### config.mk
export PLATFORM = sky130hd
export DESIGN_NAME = gpu_ddr_avalon_bridge
export DESIGN_NICKNAME = d
export VERILOG_FILES = /design/src/rtl/gpu_ddr_pkg.sv /design/src/rtl/gpu_ddr_skid2.sv /design/src/rtl/gpu_ddr_avalon_bridge.sv
export SDC_FILE = /design/constraint.sdc
export NUM_CORES = 1
export LEC_CHECK = 0
export CAP_MARGIN = 15
export CORE_MARGIN = 4
export CORE_UTILIZATION = 51
export CTS_BUF_LIST = sky130_fd_sc_hd__clkbuf_2 sky130_fd_sc_hd__clkbuf_4 sky130_fd_sc_hd__clkbuf_8
export CTS_CLUSTER_DIAMETER = 200
export CTS_CLUSTER_SIZE = 14
export DETAILED_ROUTE_END_ITERATION = 12
export PLACE_DENSITY = 0.83
export SETUP_SLACK_MARGIN = 0.05
export SLEW_MARGIN = 5
export SYNTH_ARGS = -nofsm -noshare
export SYNTH_HDL_FRONTEND = slang
export SYNTH_SLANG_ARGS = --single-unit
### constraint.sdc
create_clock -name clk -period 5.13 [get_ports clk]
set_input_delay 0.7695 -clock clk [delete_from_list [all_inputs] [get_ports clk]]
set_output_delay 0.7695 -clock clk [all_outputs]
set_load 0.05 [all_outputs]
### src/rtl/gpu_ddr_pkg.sv
`default_nettype none
// ============================================================================
// Module      : gpu_ddr_pkg
// Description : Shared types and helpers for the GPU-to-DDR Avalon bridge.
//               Holds the upstream address/burst widths, the non-address
//               part of a skid-buffer entry and the burst normaliser.
// Revision    : 1.0 - initial release
// ============================================================================
package gpu_ddr_pkg;

    localparam int GPU_BURST_W = 3;
    localparam int GPU_ADR_W   = 17;

    // Skid entry minus the address. The DDR address width is a parameter
    // of the top level, so the top concatenates {addr, skid_meta_t}.
    typedef struct packed {
        logic                   we;
        logic [GPU_BURST_W-1:0] burst;
        logic [63:0]            data;
        logic [7:0]             be;
        logic                   first;
    } skid_meta_t;

    // A zero-length burst is treated as a single beat.
    function automatic logic [GPU_BURST_W-1:0] burst_norm(
        input logic [GPU_BURST_W-1:0] b
    );
        return (b == '0) ? GPU_BURST_W'(1) : b;
    endfunction

endpackage
`default_nettype wire

### src/rtl/gpu_ddr_skid2.sv
`default_nettype none
// ============================================================================
// Module      : gpu_ddr_skid2
// Description : Generic 2-entry skid buffer. Entry 0 is always the head.
//               o_busy is registered: it is high exactly when the buffer
//               will hold two entries after the current edge.
// Ports       : clk, i_rst         - clock, synchronous active-high reset
//               i_push, i_data     - enqueue request and payload
//               o_busy             - registered full indication
//               i_pop              - dequeue head (ignored when empty)
//               o_valid, o_data    - head valid and head payload
// Revision    : 1.0 - initial release
// ============================================================================
module gpu_ddr_skid2 #(
    parameter int WIDTH = 8
) (
    input  logic             clk,
    input  logic             i_rst,
    input  logic             i_push,
    input  logic [WIDTH-1:0] i_data,
    output logic             o_busy,
    input  logic             i_pop,
    output logic             o_valid,
    output logic [WIDTH-1:0] o_data
);

    logic [1:0]       r_cnt;
    logic [WIDTH-1:0] r_ent0;
    logic [WIDTH-1:0] r_ent1;
    logic             r_busy;

    logic             w_push;
    logic             w_pop;
    logic [1:0]       w_cnt_nxt;

    assign w_push    = i_push & ~r_busy;
    assign w_pop     = i_pop & (r_cnt != 2'd0);
    assign w_cnt_nxt = r_cnt + 2'(w_push) - 2'(w_pop);

    always_ff @(posedge clk) begin
        if (i_rst) begin
            r_cnt  <= 2'd0;
            r_ent0 <= '0;
            r_ent1 <= '0;
            r_busy <= 1'b0;
        end else begin
            r_cnt  <= w_cnt_nxt;
            r_busy <= (w_cnt_nxt == 2'd2);
            case ({w_push, w_pop})
                2'b10: begin
                    if (r_cnt == 2'd0) r_ent0 <= i_data;
                    else               r_ent1 <= i_data;
                end
                2'b01: begin
                    r_ent0 <= r_ent1;
                end
                2'b11: begin
                    if (r_cnt == 2'd1) begin
                        r_ent0 <= i_data;
                    end else begin
                        r_ent0 <= r_ent1;
                        r_ent1 <= i_data;
                    end
                end
                default: ;
            endcase
        end
    end

    assign o_busy  = r_busy;
    assign o_valid = (r_cnt != 2'd0);
    assign o_data  = r_ent0;

endmodule
`default_nettype wire

### src/rtl/gpu_ddr_avalon_bridge.sv
`default_nettype none
// ============================================================================
// Module      : gpu_ddr_avalon_bridge
// Description : Pipelined Avalon-MM bridge from the GPU memory adapter to the
//               DDR controller. Buffers requests in a 2-entry skid buffer,
//               relocates the VRAM window to i_baseAddr, widens the burst
//               count and limits outstanding read beats to MAX_RD_BEATS.
// Ports       : clk, i_rst                 - clock, sync active-high reset
//               i_baseAddr                 - DDR word address of VRAM word 0
//               i_targetAddr/i_burstLength - upstream address / beats
//               i_writeEnableMem/i_readEnableMem/i_dataMem/i_byteEnableMem
//                                          - upstream command and data
//               o_busyMem                  - upstream waitrequest
//               o_dataValidMem/o_dataMem   - read return toward upstream
//               o_ddr_*, i_ddr_*           - DDR controller master port
//               o_err                      - sticky protocol error flag
// Revision    : 1.0 - initial release
// ============================================================================
module gpu_ddr_avalon_bridge
    import gpu_ddr_pkg::*;
#(
    parameter int DDR_AW       = 29,
    parameter int MAX_RD_BEATS = 16,
    parameter int BC_W         = 8
) (
    input  logic                   clk,
    input  logic                   i_rst,
    input  logic [DDR_AW-1:0]      i_baseAddr,
    input  logic [GPU_ADR_W-1:0]   i_targetAddr,
    input  logic [GPU_BURST_W-1:0] i_burstLength,
    output logic                   o_busyMem,
    input  logic                   i_writeEnableMem,
    input  logic                   i_readEnableMem,
    input  logic [63:0]            i_dataMem,
    input  logic [7:0]             i_byteEnableMem,
    output logic                   o_dataValidMem,
    output logic [63:0]            o_dataMem,
    output logic [DDR_AW-1:0]      o_ddr_address,
    output logic [BC_W-1:0]        o_ddr_burstcount,
    input  logic                   i_ddr_waitrequest,
    output logic                   o_ddr_write,
    output logic                   o_ddr_read,
    output logic [63:0]            o_ddr_writedata,
    output logic [7:0]             o_ddr_byteenable,
    input  logic                   i_ddr_readdatavalid,
    input  logic [63:0]            i_ddr_readdata,
    output logic                   o_err
);

    localparam int CNT_W  = $clog2(MAX_RD_BEATS) + 1;
    localparam int CRD_W  = CNT_W + 1;
    localparam int META_W = $bits(skid_meta_t);
    localparam int ENT_W  = DDR_AW + META_W;

    // ------------------------------------------------------------------
    // Upstream accept and write-burst tracking
    // ------------------------------------------------------------------
    logic [GPU_BURST_W-1:0] r_wcnt;
    logic [DDR_AW-1:0]      r_wr_addr;
    logic [GPU_BURST_W-1:0] r_wr_burst;

    logic                   w_skid_busy;
    logic                   w_acc;
    logic                   w_first;
    logic                   w_drop;
    logic                   w_push;
    logic                   w_use_new;
    logic [GPU_BURST_W-1:0] w_bnorm;
    logic [DDR_AW-1:0]      w_xlat;
    skid_meta_t             w_in_meta;
    logic [ENT_W-1:0]       w_in_ent;

    // Busy is forced high while in reset; the registered part clears to 0
    // so the first cycle after reset already accepts.
    assign o_busyMem = w_skid_busy | i_rst;

    assign w_acc     = (i_writeEnableMem | i_readEnableMem) & ~o_busyMem;
    assign w_first   = (r_wcnt == '0);
    // A pure read in the middle of a write burst is discarded.
    assign w_drop    = ~i_writeEnableMem & ~w_first;
    assign w_push    = w_acc & ~w_drop;
    assign w_bnorm   = burst_norm(i_burstLength);
    assign w_xlat    = i_baseAddr + DDR_AW'(i_targetAddr);
    // Continuation beats of a write burst reuse the first beat's address
    // and burst so the DDR side sees a constant command for the burst.
    assign w_use_new = ~i_writeEnableMem | w_first;

    always_comb begin
        w_in_meta       = '0;
        w_in_meta.we    = i_writeEnableMem;
        w_in_meta.burst = w_use_new ? w_bnorm : r_wr_burst;
        w_in_meta.data  = i_dataMem;
        w_in_meta.be    = i_byteEnableMem;
        w_in_meta.first = w_first;
    end

    assign w_in_ent = {(w_use_new ? w_xlat : r_wr_addr), w_in_meta};

    always_ff @(posedge clk) begin
        if (i_rst) begin
            r_wcnt     <= '0;
            r_wr_addr  <= '0;
            r_wr_burst <= '0;
        end else if (w_acc & i_writeEnableMem) begin
            if (w_first) begin
                r_wcnt     <= w_bnorm - GPU_BURST_W'(1);
                r_wr_addr  <= w_xlat;
                r_wr_burst <= w_bnorm;
            end else begin
                r_wcnt     <= r_wcnt - GPU_BURST_W'(1);
            end
        end
    end

    // ------------------------------------------------------------------
    // Skid buffer
    // ------------------------------------------------------------------
    logic             w_head_valid;
    logic [ENT_W-1:0] w_head_ent;
    logic             w_pop;

    gpu_ddr_skid2 #(
        .WIDTH (ENT_W)
    ) u_skid (
        .clk     (clk),
        .i_rst   (i_rst),
        .i_push  (w_push),
        .i_data  (w_in_ent),
        .o_busy  (w_skid_busy),
        .i_pop   (w_pop),
        .o_valid (w_head_valid),
        .o_data  (w_head_ent)
    );

    // ------------------------------------------------------------------
    // DDR issue with read credit
    // ------------------------------------------------------------------
    skid_meta_t        w_head_meta;
    logic [DDR_AW-1:0] w_head_addr;
    logic [CNT_W-1:0]  r_outst;
    logic [CRD_W-1:0]  w_crd_sum;
    logic              w_credit_ok;
    logic              w_rd_pop;
    logic [CNT_W-1:0]  w_add;
    logic [CNT_W-1:0]  w_sub;
    logic              w_unused;

    assign w_head_meta = skid_meta_t'(w_head_ent[META_W-1:0]);
    assign w_head_addr = w_head_ent[ENT_W-1 -: DDR_AW];
    assign w_unused    = w_head_meta.first;

    // Extra bit keeps the sum from wrapping when outstanding is near max.
    assign w_crd_sum   = {1'b0, r_outst} + CRD_W'(w_head_meta.burst);
    assign w_credit_ok = (w_crd_sum <= CRD_W'(MAX_RD_BEATS));

    assign o_ddr_write      = w_head_valid & w_head_meta.we;
    assign o_ddr_read       = w_head_valid & ~w_head_meta.we & w_credit_ok;
    assign o_ddr_address    = w_head_addr;
    assign o_ddr_burstcount = BC_W'(w_head_meta.burst);
    assign o_ddr_writedata  = w_head_meta.data;
    assign o_ddr_byteenable = w_head_meta.be;

    assign w_pop    = (o_ddr_write | o_ddr_read) & ~i_ddr_waitrequest;
    assign w_rd_pop = o_ddr_read & ~i_ddr_waitrequest;
    assign w_add    = w_rd_pop ? CNT_W'(w_head_meta.burst) : '0;
    assign w_sub    = (i_ddr_readdatavalid & (r_outst != '0)) ? CNT_W'(1) : '0;

    always_ff @(posedge clk) begin
        if (i_rst) begin
            r_outst <= '0;
        end else begin
            r_outst <= r_outst + w_add - w_sub;
        end
    end

    // ------------------------------------------------------------------
    // Read return and sticky error
    // ------------------------------------------------------------------
    logic        r_rdv;
    logic [63:0] r_rdata;
    logic        r_err;
    logic        w_err_set;

    assign w_err_set = (w_acc & i_writeEnableMem & i_readEnableMem)
                     | (w_acc & w_use_new & (i_burstLength == '0))
                     | (w_acc & w_drop)
                     | (i_ddr_readdatavalid & (r_outst == '0));

    always_ff @(posedge clk) begin
        if (i_rst) begin
            r_rdv   <= 1'b0;
            r_rdata <= '0;
            r_err   <= 1'b0;
        end else begin
            r_rdv   <= i_ddr_readdatavalid;
            r_rdata <= i_ddr_readdata;
            if (w_err_set) r_err <= 1'b1;
        end
    end

    assign o_dataValidMem = r_rdv;
    assign o_dataMem      = r_rdata;
    assign o_err          = r_err;

endmodule
`default_nettype wire
Word level (Yosys, flattened, before mapping)
Index checks and enable logic that the tools add are counted.
- $add $sub $neg: 8
- reductions and logical operators: 11
- eq/ne operators: 8
- magnitude comparators: 1
- bitwise gates (word level): 31
- mux-type cells: 12
- operators by type and width (kind ; number):
    2-to-1 mux 106 bit ; 4
    case mux 106 bit (3 select lines) ; 1
    case mux 106 bit (2 select lines) ; 1
    adder 29 x 17 -> 29 bit ; 1
    2-to-1 mux 29 bit ; 1
    bitwise AND 1 bit ; 17
    2-to-1 mux 3 bit ; 4
    NOT 1 bit ; 7
    bitwise OR 1 bit ; 7
    adder 5 x 3 -> 6 bit ; 1
    == test 2 bit, second input constant ; 3
    less-or-equal comparator 6 x 5 -> 1 bit, second input constant ; 1
    zero test 3 bit ; 2
    subtractor 3 x 1 -> 3 bit, second input constant ; 2
    adder 5 x 3 -> 5 bit ; 1
    zero test 5 bit ; 1
    nonzero test 5 bit ; 1
    subtractor 5 x 1 -> 5 bit ; 1
    == test 2 x 1 -> 1 bit, second input constant ; 2
    != test 2 bit, second input constant ; 2
    AND reduction 2 bit ; 2
    nonzero test 2 bit ; 2
    AND reduction 3 bit ; 1
    nonzero test 3 bit ; 1
    other kinds (5) ; 5
- logic and storage cells: 82
- input port bits: 191
- output and inout port bits: 178
- bits in registers: 321

Logic depth before layout (Yosys ltp)
Gate-level depths: netlist (run 1).
- depth after elaboration: 9
- gate-level depth with buffers: 16
- depth with buffers taken out: 16

Hierarchy
Synthesis (run 1) repeated with hierarchy kept, for this count alone.
- cell total of the unflattened synthesis: 1579
- area, all modules: 13533.0 um2
- modules (own cells, without submodules) (module ; instances ; cells an instance ; area each (um2) ; sequential area each (um2)):
    gpu_ddr_skid2 ; 1 ; 958 ; 8308.0 ; 4304.1
    gpu_ddr_avalon_bridge ; 1 ; 621 ; 5225.0 ; 2122.0

Worst setup path after synthesis (run 1)
Ideal clock, no wire load.
- path type: register -> register
- start point: register u_skid.r_ent0[73] (netlist: u_skid.o_data[73])
- end point: register r_outst[4]
- path buffers: 0
- cell stages (with the launch flop): 17
- data arrival time: 3.422 ns
- setup slack: 1.580 ns
- setup time: 0.128 ns
- data required time: 5.002 ns
- period minus slack after synthesis: 3.550 ns
- cells stage by stage: dfxtp_1 ha_1 fa_1 xnor2_1 a2111oi_2 a211oi_2 nand3_1 nor4_1 nand2_1 ha_1 inv_1 ha_1 fa_1 a21o_1 a21oi_1 xnor2_1 nor2_1
- longest elaborated chain between the ends: 7
- ends and longest elaborated chain (item ; line ; RTL):
    start, declared ; gpu_ddr_skid2.sv:28 ; logic [WIDTH-1:0] r_ent0;
    start signal, assigned ; gpu_ddr_skid2.sv:51 ; if (r_cnt == 2'd0) r_ent0 <= i_data;
    start signal, assigned ; gpu_ddr_skid2.sv:55 ; r_ent0 <= r_ent1;
    start signal, assigned ; gpu_ddr_skid2.sv:59 ; r_ent0 <= i_data;
    adder 5 x 3 -> 6 bit ; gpu_ddr_avalon_bridge.sv:153 ; assign w_crd_sum = {1'b0, r_outst} + CRD_W'(w_head_meta.burst);
    less-or-equal comparator 6 x 5 -> 1 bit ; gpu_ddr_avalon_bridge.sv:154 ; assign w_credit_ok = (w_crd_sum <= CRD_W'(MAX_RD_BEATS));
    bitwise AND 1 bit ; gpu_ddr_avalon_bridge.sv:157 ; assign o_ddr_read = w_head_valid & ~w_head_meta.we & w_credit_ok;
    bitwise AND 1 bit ; gpu_ddr_avalon_bridge.sv:164 ; assign w_rd_pop = o_ddr_read & ~i_ddr_waitrequest;
    2-to-1 mux 3 bit * ; gpu_ddr_avalon_bridge.sv:165 ; assign w_add = w_rd_pop ? CNT_W'(w_head_meta.burst) : '0;
    adder 5 x 3 -> 5 bit * ; gpu_ddr_avalon_bridge.sv:172 ; r_outst <= r_outst + w_add - w_sub;
    subtractor 5 x 1 -> 5 bit * ; gpu_ddr_avalon_bridge.sv:172 ;
    end signal, assigned ; gpu_ddr_avalon_bridge.sv:172 ;
    end, declared ; gpu_ddr_avalon_bridge.sv:140 ; logic [CNT_W-1:0] r_outst;
Every way passes the cells marked *; elsewhere a longest branch is shown, timed or not.
A chain may end at the register's enable or synchronous reset.

Final worst setup path (run 1)
- start point: register u_skid.r_ent0[73] (netlist: u_skid.o_data[73])
- end point: output port o_ddr_read
- longest elaborated chain between the ends: 3
- ends and longest elaborated chain (item ; line ; RTL):
    adder 5 x 3 -> 6 bit ; gpu_ddr_avalon_bridge.sv:153 ;
    less-or-equal comparator 6 x 5 -> 1 bit ; gpu_ddr_avalon_bridge.sv:154 ;
    bitwise AND 1 bit ; gpu_ddr_avalon_bridge.sv:157 ;
    end, declared ; gpu_ddr_avalon_bridge.sv:42 ; output logic o_ddr_read,
No other way between the ends.

==> results of run 1 <==
power by group through the flow:
stage	logic (W)	registers [W]	clock network, W
2_1_floorplan	0.00421	0.00350	0
3_3_place_gp	0.00523	0.00348	0
3_5_place_dp	0.00534	0.00350	0
4_1_cts	0.00536	0.00345	0.00128
5_1_grt	0.00574	0.00352	0.00137
6_report	0.00534	0.00345	0.00124
critical path: cells and delay by family, from the launching register on:
kind | cells | cell delay, ns
buffers and inverters | 1 | 0.86
and+or+nand+nor | 2 | 0.35
xor gates and xnor gates | 1 | 0.30
AOI/OAI and AO/OA | 2 | 0.41
adders and majority gates | 2 | 0.66
DFF | 1 | 0.34
registers in the layout, indices dropped and copies added, names as in the netlist:
name	cells
r_wr_burst	3
r_wr_addr	29
o_err	1
r_wcnt	3
u_skid.r_cnt	2
o_dataValidMem	1
r_outst	5
u_skid.r_ent1	105
u_skid.o_data	105
u_skid.o_busy	1
o_dataMem	64
cell families after synthesis:
| kind of cell | count (synthesis) | share of synthesized area |
|---|---|---|
| xor gates and xnor gates | 32 | 0.0196 |
| and+or+nand+nor | 700 | 0.207 |
| AOI/OAI and AO/OA | 366 | 0.175 |
| adders and majority gates | 34 | 0.0314 |
| muxes | 23 | 0.0164 |
| DFF | 319 | 0.447 |
| buffers and inverters | 253 | 0.103 |
| other | 1 | 0.000263 |
Yosys cell counts, types with 5 or more instances:
cell	count	area, um2
a211oi_1	43	323
a21o_1	14	105
a21oi_1	151	756
a311oi_1	75	657
a31oi_1	7	43.8
and3_1	9	56.3
buf_2	41	205
buf_4	113	848
buf_6	6	67.6
clkbuf_1	67	251
dfxtp_1	319	6390
ha_1	31	388
inv_1	22	82.6
mux2i_1	20	200
nand2_1	403	1510
nand2b_1	5	31.3
nand3_1	16	80.1
nor2_1	162	608
nor2b_1	72	450
nor3_1	14	70.1
o211ai_1	19	143
o21ai_0	11	55.1
xnor2_1	22	193
xor2_1	10	87.6
layer usage:
layer,track usage,vias to the layer above,share of wire
met5,0,-,0
met4,0.0471,0,0.015
met3,0.0366,42,0.067
met2,0.409,396,0.50
met1,0.298,5815,0.42
li1,-,6083,-
cell type report:
cell class	count	area, um2	share of cell area
Sequential cell	319	6390	0.363
Inverter	25	96.3	0.00548
Timing Repair Buffer	378	3800	0.216
Multi-Input combinational cell	1160	6460	0.367
Clock buffer	27	372	0.0211
Tap cell	372	465	0.0265
Clock inverter	1	5.00	0.000285
final timing paths:
check	startpoint	to	slack, ns	depth (start not counted)
worst max-delay path	u_skid.o_data[73]	o_ddr_read	0.88	8
worst min-delay path	u_skid.r_ent1[58]	u_skid.r_ent1[58]	0.46	2
worst max register to register	u_skid.o_data[73]	r_outst[4]	1.13	16
worst min register to register	u_skid.r_ent1[58]	u_skid.r_ent1[58]	0.46	2
per-stage QoR:
stage	instances	cell area, um2	hold WS, ns	power (W)	setup WS, ns
after floorplan	1732	14300	0.432	0.00770	1.58
after global placement	2254	17200	0.437	0.00871	1.15
after detailed placement	2254	17200	0.446	0.00885	1.05
after CTS	2282	17600	0.458	0.0101	0.839
after global routing	2282	17600	0.476	0.0106	0.656
final	2282	17600	0.457	0.0100	0.882
==> flow_metrics.env, run 1 <==
export IMPL_cts_root_buffer="clkbuf_8"
export IMPL_die_area_um2=30700
export IMPL_async_flop_share=0
export IMPL_cts_tree="built"
export IMPL_core_area_um2=27300
export IMPL_syn2layout_area_growth_pct=23.2
export IMPL_switching_share=0.468
export IMPL_grt_usage=0.230
export IMPL_gp_congestion=0.824
export IMPL_worstMarginPinSlew_ns=0.978
export IMPL_slowest_delay_ns=0.86
export IMPL_fin_worst_skew_ns=0.0189
export IMPL_ys_ff_latch=319
export IMPL_finalHoldViolCount=0
export IMPL_fillCellCount=2273
export IMPL_grt_pass1_wl_um=59800
export IMPL_peakVddDrop_v=0.000423
export IMPL_final_core_utilization=0.645
export IMPL_pwr_share_comb=0.533
export IMPL_rsz0062_at_grt="no"
export IMPL_fin_nets=2135
export IMPL_finalCritPeriodShare=0.828
export IMPL_antenna_cells=0
export IMPL_grt_max_degree=106
export IMPL_route_detailed_drc=0
export IMPL_layout_common_cells="403 x nand2_1, 362 x clkdlybuf4s50_1, 319 x dfxtp_1"
export IMPL_seq_area_frac_synth=0.447
export IMPL_die_y_um=175
export IMPL_post_cts_buffers=0
export IMPL_first_pass_iters=5
export IMPL_cp_start_kind="flop"
export IMPL_cts_buffers=26
export IMPL_grt_pass1_vias=11500
export IMPL_critPathCaptureType="output pin"
export IMPL_rows=60
export IMPL_drv_slew=0
export IMPL_overflow=0
export IMPL_drt_initial_drc_count=1202
export IMPL_critPathMaxFanout=4
export IMPL_cts_hold_buf=0
export IMPL_cts_buffer_depth=3
export IMPL_synth_edf_count=0
export IMPL_clk_latency_ns=0.56
export IMPL_wl_per_cell_um=16.6
export IMPL_netlist_instances=1728
export IMPL_fin_setup_tns_ns=0
export IMPL_drt_wl_total_um=37900
export IMPL_max_freq_ghz=0.235
export IMPL_dp_hpwl_um=26300
export IMPL_port_buffers=363
export IMPL_maxCapViolations=0
export IMPL_ant_nets=0
export IMPL_clkSinkCount=319
export IMPL_path_class="reg -> out"
export IMPL_setup_viol=0
export IMPL_netlist_area_um2=14300
export IMPL_cts_resized=0
export IMPL_vias=12300
export IMPL_clk_pin_slew_ns=0.09
export IMPL_relSlewSlack=0.348
export IMPL_path_cells="ha_1 -> fa_1 -> xnor2_1 -> a2111oi_2 -> a211oi_2 -> nand3_1 -> nor3_1 -> clkdlybuf4s50_1"
export IMPL_netSwitchingPower_w=0.00470
export IMPL_cellLeakagePower_nw=6.62
export IMPL_die_x_um=175
export IMPL_antenna_found_initial=0
export IMPL_drive_above_1_share=0.0356
export IMPL_required_ns=4.36
export IMPL_yosysWarnings=0
export IMPL_critical_path_arrival_ns=3.48
export IMPL_ys_flop_type="dfxtp_1"
export IMPL_intPower_w=0.00534
export IMPL_vias_per_cell=5.41
export IMPL_post_route_min_period_ns=4.25
export IMPL_seqPwrFrac=0.344
export IMPL_num_io_pins=369
export IMPL_final_common_cell="nand2_1"
export IMPL_synth_cell_types=69
export IMPL_pwr_share_clk=0.124
export IMPL_syn_avg_cell_area_um2=8.26
export IMPL_initial_core_util=0.524
export IMPL_critical_path_slowest_cell="clkdlybuf4s50_1"
export IMPL_hold_class="reg -> reg"
export IMPL_power_density_nw_per_um2=571
export IMPL_outcome="finished, final reports clean"
export IMPL_htree_levels=1
No activity file was read; power rests on OpenSTA's default activity.
==> run 2: changes to the inputs <==
CORE_UTILIZATION = 46   (was 51)
PLACE_DENSITY = 0.79   (was 0.83)
clock period = 3.6 ns   (was 5.13 ns; I/O delays follow)
==> flow_metrics.env, run 2 (synthesis gave the netlist of run 1 again) <==
export IMPL_slowest_delay_ns=0.46
export IMPL_critical_path_arrival_ns=3.99
export IMPL_cts_tree="built"
export IMPL_fin_nets=2162
export IMPL_drv_slew=0
export IMPL_htree_levels=1
export IMPL_ant_nets=0
export IMPL_drt_initial_drc_count=1018
export IMPL_grt_usage=0.208
export IMPL_core_area_um2=30600
export IMPL_route_detailed_drc=0
export IMPL_rows=64
export IMPL_peakVddDrop_v=0.000380
export IMPL_max_freq_ghz=0.283
export IMPL_cts_hold_buf=0
export IMPL_critPathLaunch="r_outst[0]"
export IMPL_fillCellCount=2670
export IMPL_met1_usage=0.275
export IMPL_antenna_found_initial=0
export IMPL_finalHoldViolCount=0
export IMPL_required_ns=4.05
export IMPL_critPathMaxFanout=3
export IMPL_syn2layout_area_growth_pct=26.6
export IMPL_cts_buffers=26
export IMPL_path_class="reg -> reg"
export IMPL_wl_per_cell_um=16.4
export IMPL_worstMarginPinSlew_ns=1.10
export IMPL_drt_wl_total_um=38400
export IMPL_worst_r2r_endpoint="r_outst[4]"
export IMPL_layout_common_cells="403 x nand2_1, 360 x clkdlybuf4s50_1, 318 x dfxtp_1"
export IMPL_overflow=0
export IMPL_die_area_um2=33900
export IMPL_whs_path_depth=2
export IMPL_outcome="finished, final reports clean"
export IMPL_first_pass_iters=5
export IMPL_grt_pass1_wl_um=59400
export IMPL_fin_worst_skew_ns=0.0292
export IMPL_power_density_nw_per_um2=824
export IMPL_path_cells="ha_4 -> fa_2 -> xnor2_4 -> a211oi_2 -> a211oi_2 -> nand3_2 -> nor4_4 -> nand2_1 -> ha_1 -> inv_2 -> ha_4 -> fa_2 -> a21o_1 -> a21oi_2 -> xnor2_1 -> nor2_1"
export IMPL_grt_pass1_vias=11700
export IMPL_initial_core_util=0.467
export IMPL_grt_busiest_layer="met2"
export IMPL_grtUsageMet2=0.363
export IMPL_die_x_um=184
export IMPL_reg2reg_from="r_outst[0]"
export IMPL_hold_slack_ns=0.280
export IMPL_clk_pin_slew_ns=0.10
export IMPL_worstRegToRegCells=16
export IMPL_critical_path_slowest_cell="fa_2"
export IMPL_port_buffers=363
export IMPL_cts_root_buffer="clkbuf_8"
export IMPL_reg2reg_slack_ns=0.07
export IMPL_critPathCaptureType="flop"
export IMPL_vias_per_cell=5.32
export IMPL_relSlewSlack=0.263
export IMPL_grt_max_degree=104
export IMPL_dp_hpwl_um=26300
export IMPL_final_common_cell="nand2_1"
export IMPL_num_io_pins=369
export IMPL_gp_congestion=0.857
export IMPL_cp_start_kind="flop"
export IMPL_die_y_um=184
export IMPL_fin_total_pwr_w=0.0149
export IMPL_met3_usage=0.0278
export IMPL_maxCapViolations=0
export IMPL_finalCritPeriodShare=0.982
export IMPL_setup_viol=0
export IMPL_antenna_cells=0
export IMPL_clkSinkCount=319
export IMPL_cellLeakagePower_nw=6.83
export IMPL_post_route_min_period_ns=3.53
export IMPL_cts_buffer_depth=3
export IMPL_drive_above_1_share=0.0599
export IMPL_vias=12400
export IMPL_clk_latency_ns=0.58
export IMPL_rsz0062_at_grt="yes"
export IMPL_min_delay_worst_endpoint="u_skid.r_cnt[1]"
export IMPL_hold_class="in -> reg"
export IMPL_hp_start="i_rst"
run 2: changes by cell type in the layout (fill, tap and decap cells not counted), moves of 2 or more:
| cell | before | now |
|---|---|---|
| a21oi_1 | 151 | 148 |
| nor4_1 | 3 | 1 |
| buf_4 | 11 | 29 |
| clkdlybuf4s50_1 | 362 | 360 |
| a21oi_2 | 1 | 4 |
| fa_1 | 3 | 1 |
| ha_1 | 31 | 29 |
| fa_2 | 0 | 2 |
| xnor2_1 | 22 | 20 |
| inv_2 | 1 | 3 |
| buf_12 | 4 | 15 |
| inv_1 | 22 | 20 |
| ha_4 | 0 | 2 |
run 2: layout make-up:
type	count	area (um2)	share of cell area
multi-input cells	1160	6590	0.364
flip-flops and latches	319	6390	0.353
repair buffers	405	4140	0.229
well taps	396	495	0.0274
clock buffers	27	372	0.0205
inverters	25	96.3	0.00533
clock inverters	1	5.00	0.000277
run 2: worst max path at each step:
stage                               to
finish                      r_outst[4]
floorplan                   r_outst[4]
CTS                         r_outst[4]
global placement            r_outst[4]
detailed placement  u_skid.o_data[105]
global route                r_outst[4]
run 2: where the power goes:
part | total, W | internal [W] | switching (W)
logic | 0.00817 | 0.00293 | 0.00524
registers | 0.00494 | 0.00441 | 0.000529
clock network | 0.00179 | 0.000670 | 0.00112
run 2: stage by stage:
stage	TNS, ns	utilization	setup slack, ns	cells	area, um2
final	0	0.591	0.0656	2333	18100
after global routing	-0.204	0.591	-0.117	2333	18100
after CTS	0	0.587	0.0240	2330	18000
after detailed placement	-0.430	0.574	-0.154	2302	17600
after global placement	0	0.574	0.00178	2302	17600
after floorplan	0	-	0.0504	1732	14300
run 2: worst max-delay path: cells and delay by family (launching register included):
family,cells,cell delay (ns)
AND/OR/NAND/NOR,4,0.52
buffers and inverters,1,0.05
adder cells (fa/ha/maj),5,1.44
XOR/XNOR,2,0.33
AO/OA/AOI/OAI,4,0.69
flip-flops,1,0.37
run 2: routing by layer:
layer,part of all wire,up-vias
met4,0.022,0
met5,0,-
met2,0.49,392
li1,-,6132
met3,0.063,60
met1,0.42,5826
run 2: repair_timing:
| action | CTS | global route |
|---|---|---|
| buffers inserted | 0 | 3 |
| resized for setup | 5 | 21 |
| gates cloned | 0 | 0 |
| pin swaps | 1 | 11 |
| endpoints found under the setup margin | 3 | 8 |
| endpoints found under the hold margin | 0 | 0 |
==> run 3: changes to the inputs <==
--- a/config.mk
+++ b/config.mk
@@ -14,2 +14,3 @@
 export DETAILED_ROUTE_END_ITERATION = 12
+export HOLD_SLACK_MARGIN = 0.06
 export PLACE_DENSITY = 0.79
--- a/constraint.sdc
+++ b/constraint.sdc
@@ -3,2 +3,2 @@
 set_output_delay 0.54 -clock clk [all_outputs]
-set_load 0.05 [all_outputs]
+set_load 0.1 [all_outputs]
==> flow_metrics.env, run 3 (synthesis gave the netlist of run 1 again) <==
export IMPL_route_detailed_drc=0
export IMPL_grt_pass1_vias=11500
export IMPL_relSlewSlack=0.231
export IMPL_required_ns=4.04
export IMPL_ant_nets=0
export IMPL_dpl_cell_area_um2=17600
export IMPL_clk_pin_slew_ns=0.09
export IMPL_critPathLaunch="r_outst[0]"
export IMPL_drv_slew=0
export IMPL_first_pass_iters=7
export IMPL_port_buffers=363
export IMPL_grt_usage=0.208
export IMPL_num_io_pins=369
export IMPL_critical_path_arrival_ns=3.90
export IMPL_final_common_cell="nand2_1"
export IMPL_die_x_um=184
export IMPL_core_area_um2=30600
export IMPL_seqCellArea_um2=6390
export IMPL_rsz0062_at_grt="yes"
export IMPL_critPathCaptureType="flop"
export IMPL_die_area_um2=33900
export IMPL_cp_start_kind="flop"
export IMPL_fin_nets=2159
export IMPL_cts_tree="built"
export IMPL_fin_worst_skew_ns=0.0201
export IMPL_path_class="reg -> reg"
export IMPL_hp_start="i_rst"
export IMPL_clk_latency_ns=0.57
export IMPL_multi_input_area_um2=6610
export IMPL_peakVddDrop_v=0.000572
export IMPL_antenna_found_initial=0
export IMPL_critPathMaxFanout=3
export IMPL_power_density_nw_per_um2=943
export IMPL_slowest_delay_ns=0.43
export IMPL_finalHoldViolCount=0
export IMPL_min_delay_worst_endpoint="r_wcnt[0]"
export IMPL_cts_buffer_depth=3
export IMPL_drt_initial_drc_count=1068
export IMPL_vias_per_cell=5.34
export IMPL_maxCapViolations=0
export IMPL_drt_wl_total_um=38100
export IMPL_crit_buf_inv=2
export IMPL_overflow=0
export IMPL_rows=64
export IMPL_crit_top_cell="ha_4"
export IMPL_grt_max_degree=98
export IMPL_die_y_um=184
export IMPL_whs_path_depth=5
export IMPL_finalCritPeriodShare=0.962
export IMPL_grt_pass1_wl_um=59200
export IMPL_path_delay_family="adder cells"
export IMPL_hold_slack_ns=0.432
export IMPL_dp_hpwl_um=26600
export IMPL_design_area_um2=18100
export IMPL_critical_path_slowest_cell="fa_2"
export IMPL_worstRegToRegCells=17
export IMPL_cellLeakagePower_nw=6.84
export IMPL_setup_viol=0
export IMPL_vias=12500
export IMPL_post_route_min_period_ns=3.46
export IMPL_worst_r2r_endpoint="r_outst[4]"
export IMPL_htree_levels=1
export IMPL_reg2reg_slack_ns=0.14
export IMPL_path_cells="ha_4 -> fa_2 -> xnor2_4 -> a2111oi_4 -> a211oi_2 -> nand3_1 -> nor4_2 -> buf_4 -> nand2_4 -> ha_4 -> inv_2 -> ha_4 -> fa_2 -> a21o_1 -> a21oi_2 -> xnor2_1 -> nor2_1"
export IMPL_syn2layout_area_growth_pct=26.8
export IMPL_antenna_cells=0
export IMPL_wl_per_cell_um=16.3
export IMPL_layout_common_cells="402 x nand2_1, 357 x clkdlybuf4s50_1, 317 x dfxtp_1"
export IMPL_gp_congestion=0.837
export IMPL_fillCellCount=2612
export IMPL_cts_buffers=26
export IMPL_drive_above_1_share=0.0605
export IMPL_max_freq_ghz=0.289
export IMPL_worstMarginPinSlew_ns=1.15
export IMPL_hold_class="in -> reg"
export IMPL_reg2reg_from="r_outst[0]"
export IMPL_initial_core_util=0.467
export IMPL_cts_root_buffer="clkbuf_8"
export IMPL_outcome="finished, final reports clean"
export IMPL_clkSinkCount=319
[run 3: per-layer routing]
metal	up-vias	share of wire	global-route usage
li1	6130	-	-
met1	5790	0.41	0.273
met2	468	0.49	0.360
met5	-	0	0
met4	0	0.025	0.0571
met3	65	0.070	0.0302
[run 3: report_power, final]
group,switching (W),total (W),leakage (nW),internal (W)
clock network,0.00110,0.00177,0.198,0.000670
logic,0.00745,0.0104,4.02,0.00293
registers,0.000525,0.00493,2.62,0.00440
[run 3: cell type report]
class	count	share of cell area
inverter	25	0.00532
clock inverter	1	0.000276
sequential	319	0.353
clock buffer	27	0.0205
tap	396	0.0274
multi-input combinational	1160	0.365
timing repair buffer	402	0.229
[run 3: what timing repair did]
action / in CTS / in global routing
buffers inserted: 2 / 1
pin swaps: 8 / 10
hold buffers: 0 / 0
endpoints found under the setup margin: 4 / 59
resized for setup: 17 / 10
[run 3: how the worst max path moves through the flow]
stage                             to  slack, ns  cells after the start
final                     r_outst[4]       0.14                     17
after global placement    r_outst[4]      -0.03                     17
after global routing      r_outst[4]      -0.04                     17
after floorplan           r_outst[4]       0.03                     16
after CTS                 r_outst[4]       0.02                     17
after detailed placement  r_outst[4]      -0.22                     17
[run 3: stage by stage]
stage	TNS, ns	util	cells	power (W)	setup WS [ns]
CTS	0	0.590	2331	0.0172	0.0243
finish	0	0.592	2330	0.0171	0.135
global placement	-0.0477	0.575	2301	0.0150	-0.0262
detailed placement	-0.525	0.575	2301	0.0152	-0.223
floorplan	0	-	1732	0.0132	0.0297
global route	-0.0418	0.592	2330	0.0180	-0.0418
[run 3: worst reg2reg max path: stages (launching register included)]
cell and delay (ns):
dfxtp_2 0.35, ha_4 0.16, fa_2 0.43, xnor2_4 0.25
a2111oi_4 0.12, a211oi_2 0.23, nand3_1 0.14, nor4_2 0.16
buf_4 0.17, nand2_4 0.05, ha_4 0.26, inv_2 0.04
ha_4 0.15, fa_2 0.33, a21o_1 0.17, a21oi_2 0.14
xnor2_1 0.13, nor2_1 0.05
